File: config.mk
export PLATFORM = sky130hd
export DESIGN_NAME = instruction_store
export DESIGN_NICKNAME = d
export VERILOG_FILES = /design/src/rtl/instruction_store.sv
export SDC_FILE = /design/constraint.sdc
export NUM_CORES = 1
export LEC_CHECK = 0
export CORE_MARGIN = 3
export CORE_UTILIZATION = 63
export DETAILED_ROUTE_END_ITERATION = 10
export GPL_TIMING_DRIVEN = 0
export HOLD_SLACK_MARGIN = 0.03
export PLACE_DENSITY_LB_ADDON = 0.15
export SKIP_LAST_GASP = 1
export SYNTH_ARGS = -nofsm -noshare
export SYNTH_HDL_FRONTEND = slang
export SYNTH_SLANG_ARGS = --single-unit
File: constraint.sdc
create_clock -name clk_i -period 3.6 [get_ports clk_i]
set_clock_uncertainty 0.2 [all_clocks]
set_input_delay 0.72 -clock clk_i [delete_from_list [all_inputs] [get_ports clk_i]]
set_output_delay 0.72 -clock clk_i [all_outputs]
set_load 0.05 [all_outputs]
File: src/rtl/instruction_store.sv
// Loadable instruction memory for the fetch path: a streaming load port fills the array,
// then fetches return words with one-cycle latency, or HALT_WORD with an error at or past prog_len.
module instruction_store #(
   parameter int                DATA_W    = 8,
   parameter int                ADDR_W    = 4,
   parameter int                DEPTH     = 16,
   parameter logic [DATA_W-1:0] HALT_WORD = 8'hF0
) (
   input  logic              clk_i,
   input  logic              rst_i,
   input  logic              load_start_i,
   input  logic              load_valid_i,
   input  logic              load_last_i,
   input  logic [DATA_W-1:0] load_data_i,
   output logic              load_ready_o,
   output logic              load_done_o,
   output logic [ADDR_W:0]   prog_len_o,
   input  logic              fetch_req_i,
   input  logic [ADDR_W-1:0] fetch_addr_i,
   output logic              fetch_ready_o,
   output logic              fetch_valid_o,
   output logic [DATA_W-1:0] fetch_data_o,
   output logic              fetch_err_o
);

   // state   | meaning
   // ST_IDLE | after reset, no program; fetches answer HALT_WORD
   // ST_LOAD | accepting program words, fetches blocked
   // ST_RUN  | program loaded, fetches served
   typedef enum logic [1:0] {ST_IDLE, ST_LOAD, ST_RUN} state_t;

   localparam logic [ADDR_W:0] DEPTH_C = (ADDR_W+1)'(DEPTH);

   state_t            state_q, state_d;
   logic [ADDR_W:0]   wr_ptr_q, wr_ptr_d;
   logic [ADDR_W:0]   wr_ptr_nxt;
   logic [ADDR_W:0]   prog_len_q, prog_len_d;
   logic              load_done_q, load_done_d;
   logic              fetch_valid_q, fetch_valid_d;
   logic [DATA_W-1:0] fetch_data_q, fetch_data_d;
   logic              fetch_err_q, fetch_err_d;
   logic              fetch_acc;
   logic              wr_en;

   // The array is never reset; prog_len alone decides which words are reachable.
   logic [DATA_W-1:0] mem_q [DEPTH];

   assign load_ready_o  = (state_q == ST_LOAD) && (wr_ptr_q < DEPTH_C);
   assign fetch_ready_o = (state_q != ST_LOAD);
   assign fetch_acc     = fetch_req_i && fetch_ready_o;
   assign wr_ptr_nxt    = wr_ptr_q + 1'b1;

   assign load_done_o   = load_done_q;
   assign prog_len_o    = prog_len_q;
   assign fetch_valid_o = fetch_valid_q;
   assign fetch_data_o  = fetch_data_q;
   assign fetch_err_o   = fetch_err_q;

   always_comb begin
      state_d       = state_q;
      wr_ptr_d      = wr_ptr_q;
      prog_len_d    = prog_len_q;
      load_done_d   = 1'b0;
      fetch_valid_d = fetch_acc;
      fetch_data_d  = fetch_data_q;
      fetch_err_d   = fetch_err_q;
      wr_en         = 1'b0;

      // A fetch accepted alongside load_start still sees the old prog_len.
      if (fetch_acc) begin
         if ({1'b0, fetch_addr_i} < prog_len_q) begin
            fetch_data_d = mem_q[fetch_addr_i];
            fetch_err_d  = 1'b0;
         end else begin
            fetch_data_d = HALT_WORD;
            fetch_err_d  = 1'b1;
         end
      end

      case (state_q)
         ST_IDLE, ST_RUN: begin
            if (load_start_i) begin
               state_d    = ST_LOAD;
               wr_ptr_d   = '0;
               prog_len_d = '0;
            end
         end
         ST_LOAD: begin
            if (load_valid_i && load_ready_o) begin
               wr_en    = 1'b1;
               wr_ptr_d = wr_ptr_nxt;
               if (load_last_i || (wr_ptr_nxt == DEPTH_C)) begin
                  state_d     = ST_RUN;
                  prog_len_d  = wr_ptr_nxt;
                  load_done_d = 1'b1;
               end
            end
         end
         default: state_d = ST_IDLE;
      endcase
   end

   always_ff @(posedge clk_i or posedge rst_i) begin
      if (rst_i) begin
         state_q       <= ST_IDLE;
         wr_ptr_q      <= '0;
         prog_len_q    <= '0;
         load_done_q   <= 1'b0;
         fetch_valid_q <= 1'b0;
         fetch_data_q  <= '0;
         fetch_err_q   <= 1'b0;
      end else begin
         state_q       <= state_d;
         wr_ptr_q      <= wr_ptr_d;
         prog_len_q    <= prog_len_d;
         load_done_q   <= load_done_d;
         fetch_valid_q <= fetch_valid_d;
         fetch_data_q  <= fetch_data_d;
         fetch_err_q   <= fetch_err_d;
      end
   end

   always_ff @(posedge clk_i) begin
      if (wr_en) begin
         mem_q[wr_ptr_q[ADDR_W-1:0]] <= load_data_i;
      end
   end

endmodule

After elaboration in Yosys (flattened, before gate mapping)
Memories as Yosys holds them, arrays and structs flattened.
Index checks and enable logic that the tools add are counted.
{"block": "word_totals", "reg_bits": 23, "inputBits": 18, "out_inout_bits": 18, "mem_bits_rw": 128, "n_memories": 1, "wordCells": 47}
{"block": "op_classes", "n_mux": 19, "eq_ne": 7, "n_lt_le_gt_ge": 2, "n_reduce_logical": 10, "addsub": 1}
{"memory": "mem_q", "words": 16, "word_bits": 8, "rd": 1, "rd_ports_with_merged_regs": 0, "wr": 1, "line_no": "46", "text": "logic [DATA_W-1:0] mem_q [DEPTH];"}
{"op": "5-bit two-way mux", "count": 4}
{"op": "5-bit case mux with 2 select lines", "count": 2}
{"op": "1-bit two-way mux", "count": 8}
{"op": "8-bit two-way mux", "count": 1}
{"op": "2-bit two-way mux", "count": 3}
{"op": "2-bit by 1-bit inequality test with 1-bit output (second input constant)", "count": 3}
{"op": "3-bit AND reduction", "count": 2}
{"op": "5-bit by 1-bit adder with 5-bit output (second input constant)", "count": 1}
{"op": "5-bit equality test (second input constant)", "count": 1}
{"op": "4-bit by 5-bit < comparator with 1-bit output", "count": 1}
{"op": "5-bit < comparator (second input constant)", "count": 1}
{"op": "2-bit case mux with 2 select lines", "count": 1}
{"op": "4-bit AND reduction", "count": 1}
{"op": "1-bit logical AND", "count": 3}
{"op": "2-bit by 1-bit equality test with 1-bit output (second input constant)", "count": 1}
{"op": "2-bit equality test (second input constant)", "count": 1}
{"op": "2-bit logical NOT", "count": 1}
{"op": "2-bit inequality test (second input constant)", "count": 1}
{"op": "2-bit nonzero test", "count": 1}
{"op": "2-bit OR reduction", "count": 1}
{"op": "1-bit logical OR", "count": 1}

Depth between registers and ports, before layout
{"block": "logic_depth", "word_depth": 7, "ltp_mapped": 6, "depth_no_buf": 6}

Worst setup path after synthesis
Ideal clock, no wire load.
{"block": "synth_path", "kind": "reg-to-reg", "startpoint": "register state_q[1]", "endpoint": "memory mem_q[0][0], enable pin", "n_path_buf": 0, "setup_ps": 383, "slack_ps": 1050, "arrival_time_ps": 1967, "synth_period_minus_slack_ps": 2550, "stages_incl_launch_ff": 6, "required_ps": 3017, "path_cell_list": "dfrtp_1 -> and2b_4 -> inv_1 -> nor3b_2 -> nand2_1 -> nor3_1"}
{"block": "synth_between", "elab_chain_cells": 7}
{"element": "start: declaration", "line_no": "34", "text": "state_t state_q, state_d;"}
{"element": "start signal: assignment", "line_no": "113", "text": "state_q <= state_d;"}
{"element": "2-bit by 1-bit equality test with 1-bit output (*)", "line_no": "48, 80"}
{"element": "1-bit logical AND", "line_no": "48", "text": "assign load_ready_o = (state_q == ST_LOAD) && (wr_ptr_q < DEPTH_C);"}
{"element": "1-bit logical AND", "line_no": "89", "text": "if (load_valid_i && load_ready_o) begin"}
{"element": "1-bit two-way mux", "line_no": "89"}
{"element": "1-bit two-way mux (*)", "line_no": "80", "text": "case (state_q)"}
{"element": "1-bit two-way mux (*)", "line_no": "124", "text": "if (wr_en) begin"}
{"element": "1-bit two-way mux (implied by the code) (*)", "line_no": "125", "text": "mem_q[wr_ptr_q[ADDR_W-1:0]] <= load_data_i;"}
{"element": "end: declaration", "line_no": "46"}
Every way passes the cells marked *; elsewhere a longest branch is shown, timed or not.

Worst setup path after layout
{"block": "layout_path", "startpoint": "register state_q[1]", "endpoint": "output port load_ready_o"}
{"block": "layout_between", "elab_chain_cells": 2}
{"element": "2-bit by 1-bit equality test with 1-bit output", "line_no": "48"}
{"element": "1-bit logical AND", "line_no": "48"}
{"element": "end: declaration", "line_no": "15", "text": "output logic load_ready_o,"}
No other way between the ends.

==> results.md <==
- Vias in the first global route: 3285
- Routed WL per cell: 23.4 um
- Die area: 0.0108 mm2
- Critical Path Fanout Max: 7
- Final Cycle Share: 88.9%
- Max_slew headroom: 30.4%
- Peak VDD IR: 0.422 mV
- FMAX: 0.313 GHz
- DR vias/cell: 6.16
- HP Class: register to register
- CTS tree: yes
- RSZ-0062 raised after global routing: no
- Synth-to-Final Area Change: 18.8%
- IO Pins: 36
- Drt total wl: 12400 um
- 1st-pass router iterations: 5
- Final setup vio count: 0
- Drc violations: 0
- Kind of critical path: register to output pin
- Initial DRC count: 316
- Top FF cell, synth: edfxtp_1
- All-Layer GR Usage: 24.9%
- Clock buffer depth: 2
- Routed Antenna Nets: 0
- Synthesized flop and latch total: 151
- Hold bufs inserted after CTS: 0
- Pwr/cell area: 671 mW/mm2
- Synth area leaders: edfxtp_1 (64%), mux4_2 (12%), dfrtp_1 (9.5%)
- Largest net degree at the start of global routing: 24
- Fin Setup TNS: 0 ns
- Yosys warnings: 0
- Clock root buffer: clkbuf_8
- Final HPWL DP: 7840 um
- Worst-Skew Late Latency: 0.52 ns
- CTS Buf Count: 17
- Pleak: 0.00245 uW
- Worst-Margin Slew: 1.04 ns
- DP Area: 0.00655 mm2
- Library cells used by synthesis: 39
- Endpoints failing hold: 0
- # H-tree levels: 4
- Mapped cell area: 0.00605 mm2
- Fraction of layout cells with a size suffix above 1: 19.3%
- Routed vias: 3258
- Post-synth top area share: 63.6%
- CP required: 2.68 ns
- N_diodes: 0
- Outcome: finished clean
- Worst-path clk slew: 0.06 ns
- Chip Width: 104 um
- Final nets: 412
- Post-synth top cells: edfxtp_1 (128), mux4_2 (31), nand2_1 (28), dfrtp_1 (23), nor2_1 (19)
- Synth async-reset ratio: 15.2%
- Die H: 104 um
- Critical path startpoint category: register
- First-pass GRT wire length: 19600 um
- Seq/Total Area, Yosys: 73.1%
- RD Place Congestion: 0.795
- Core ar.: 0.00928 mm2
- Initial antenna violation count: 0
- Synthesized instance count: 334
- Post-CTS Setup Bufs: 0
- Global route overflow: 0
- FP Rows: 35
- Fillers: 524
- Mapped Nets: 359
- PostCTS Resize Cnt: 0
- Initial Utilization: 65.1%
- CTS Sinks: 151
- Syn avg cell area: 18.1 um2
- Max Cap Viol: 0
- Slew Viols, Final: 0
- Worst EP arrival: 2.28 ns
- Final Instance Area: 0.00718 mm2
- Count leader, synth: edfxtp_1
- Largest area contributor in the netlist: edfxtp_1
- Number of buffers added on ports: 34
- Min Tclk post-route: 3.20 ns
- CP Capture Type: output pin
- Number of synthesized flops with an enable pin: 128
layout by cell type (no fill, tap or decap), types with 3 or more instances in the layout:
| master | synthesis | layout |
|---|---|---|
| clkbuf_16 | 0 | 16 |
| nor2b_1 | 5 | 5 |
| o21ai_1 | 4 | 4 |
| mux4_2 | 31 | 31 |
| a22o_1 | 6 | 6 |
| bufinv_16 | 0 | 4 |
| nor2_1 | 19 | 19 |
| clkbuf_1 | 5 | 8 |
| nand2_1 | 28 | 28 |
| nand2b_1 | 5 | 5 |
| a22oi_1 | 9 | 9 |
| clkinvlp_4 | 0 | 3 |
| inv_1 | 9 | 9 |
| buf_2 | 4 | 4 |
| o22a_1 | 4 | 4 |
| buf_6 | 3 | 3 |
| clkdlybuf4s50_1 | 0 | 34 |
| a21oi_1 | 3 | 3 |
| nor3_2 | 0 | 4 |
| o21ai_0 | 6 | 6 |
| edfxtp_1 | 128 | 128 |
| mux2i_1 | 6 | 6 |
| a21o_1 | 3 | 3 |
| dfrtp_1 | 23 | 23 |
| ha_1 | 7 | 7 |
worst max-delay path, cell delays in order (launching register included):
cell and delay, ns:
dfrtp_1 0.37, and2b_4 0.31, inv_1 0.15, nor2_1 0.12, clkdlybuf4s50_1 0.81
layout make-up:
| class | count | area, um2 | area share (%) |
|---|---|---|---|
| sequential | 151 | 4420 | 61.5 |
| multi-input combinational | 159 | 1520 | 21.2 |
| clock buffer | 21 | 439 | 6.12 |
| timing repair buffer | 34 | 340 | 4.74 |
| clock inverter | 11 | 174 | 2.42 |
| tap | 129 | 161 | 2.25 |
| buffer | 15 | 91.3 | 1.27 |
| inverter | 9 | 33.8 | 0.470 |
state kept, by name, summed over array words and instances, names as in the netlist:
register / cells
fetch_data_o: 8
fetch_err_o: 1
fetch_valid_o: 1
load_done_o: 1
mem_q: 128
prog_len_o: 5
state_q: 2
wr_ptr_q: 5
per-layer routing:
metal | wire (um) | part of all wire, % | GRT usage (%) | vias up
li1 | - | - | - | 1419
met1 | 5220 | 42 | 37.2 | 1660
met2 | 6010 | 48 | 37.9 | 159
met3 | 949 | 7.7 | 5.59 | 20
met4 | 216 | 1.7 | 6.84 | 0
met5 | 0 | 0 | 0 | -
report_power, final:
group | total [uW] | internal (uW) | switching [uW] | leakage, uW
Combinational | 885 | 302 | 583 | 0.000717
Clock | 1820 | 1150 | 675 | 0.000289
Sequential | 2110 | 2040 | 69.2 | 0.00145
cell families after synthesis:
family	Yosys count	share of synthesized area [%]
AOI/OAI and AO/OA	40	4.66
xor gates and xnor gates	3	0.435
adders and majority gates	7	1.45
buffers and inverters	24	2.07
DFF	151	73.1
muxes	38	12.7
and+or+nand+nor	71	5.57
worst paths after layout:
kind / from / endpoint / slack (ns) / cells past startpoint
worst max-delay path: state_q[1] / load_ready_o / 0.40 / 4
worst min-delay path: fetch_data_o[1] / fetch_data_o[1] / 0.29 / 2
worst max register to register: state_q[1] / mem_q[8][7] / 0.88 / 5
worst min register to register: fetch_data_o[1] / fetch_data_o[1] / 0.29 / 2
max in group asynchronous: rst_i / fetch_valid_o / 2.10 / 2
min in group asynchronous: rst_i / state_q[1] / 0.53 / 2
stage by stage:
stage | setup WS [ns] | utilization [%] | total power (uW) | cells | hold slack, ns
after floorplan | 1.05 | - | 2710 | 334 | 0.356
after global placement | 0.204 | 70.5 | 3000 | 497 | 0.270
after detailed placement | 0.151 | 70.5 | 3020 | 497 | 0.280
after CTS | 0.402 | 77.1 | 4830 | 529 | 0.293
after global routing | 0.335 | 77.3 | 4980 | 529 | 0.312
final | 0.401 | 77.3 | 4820 | 529 | 0.286
Note: power is estimated with default switching activity, not from simulation.
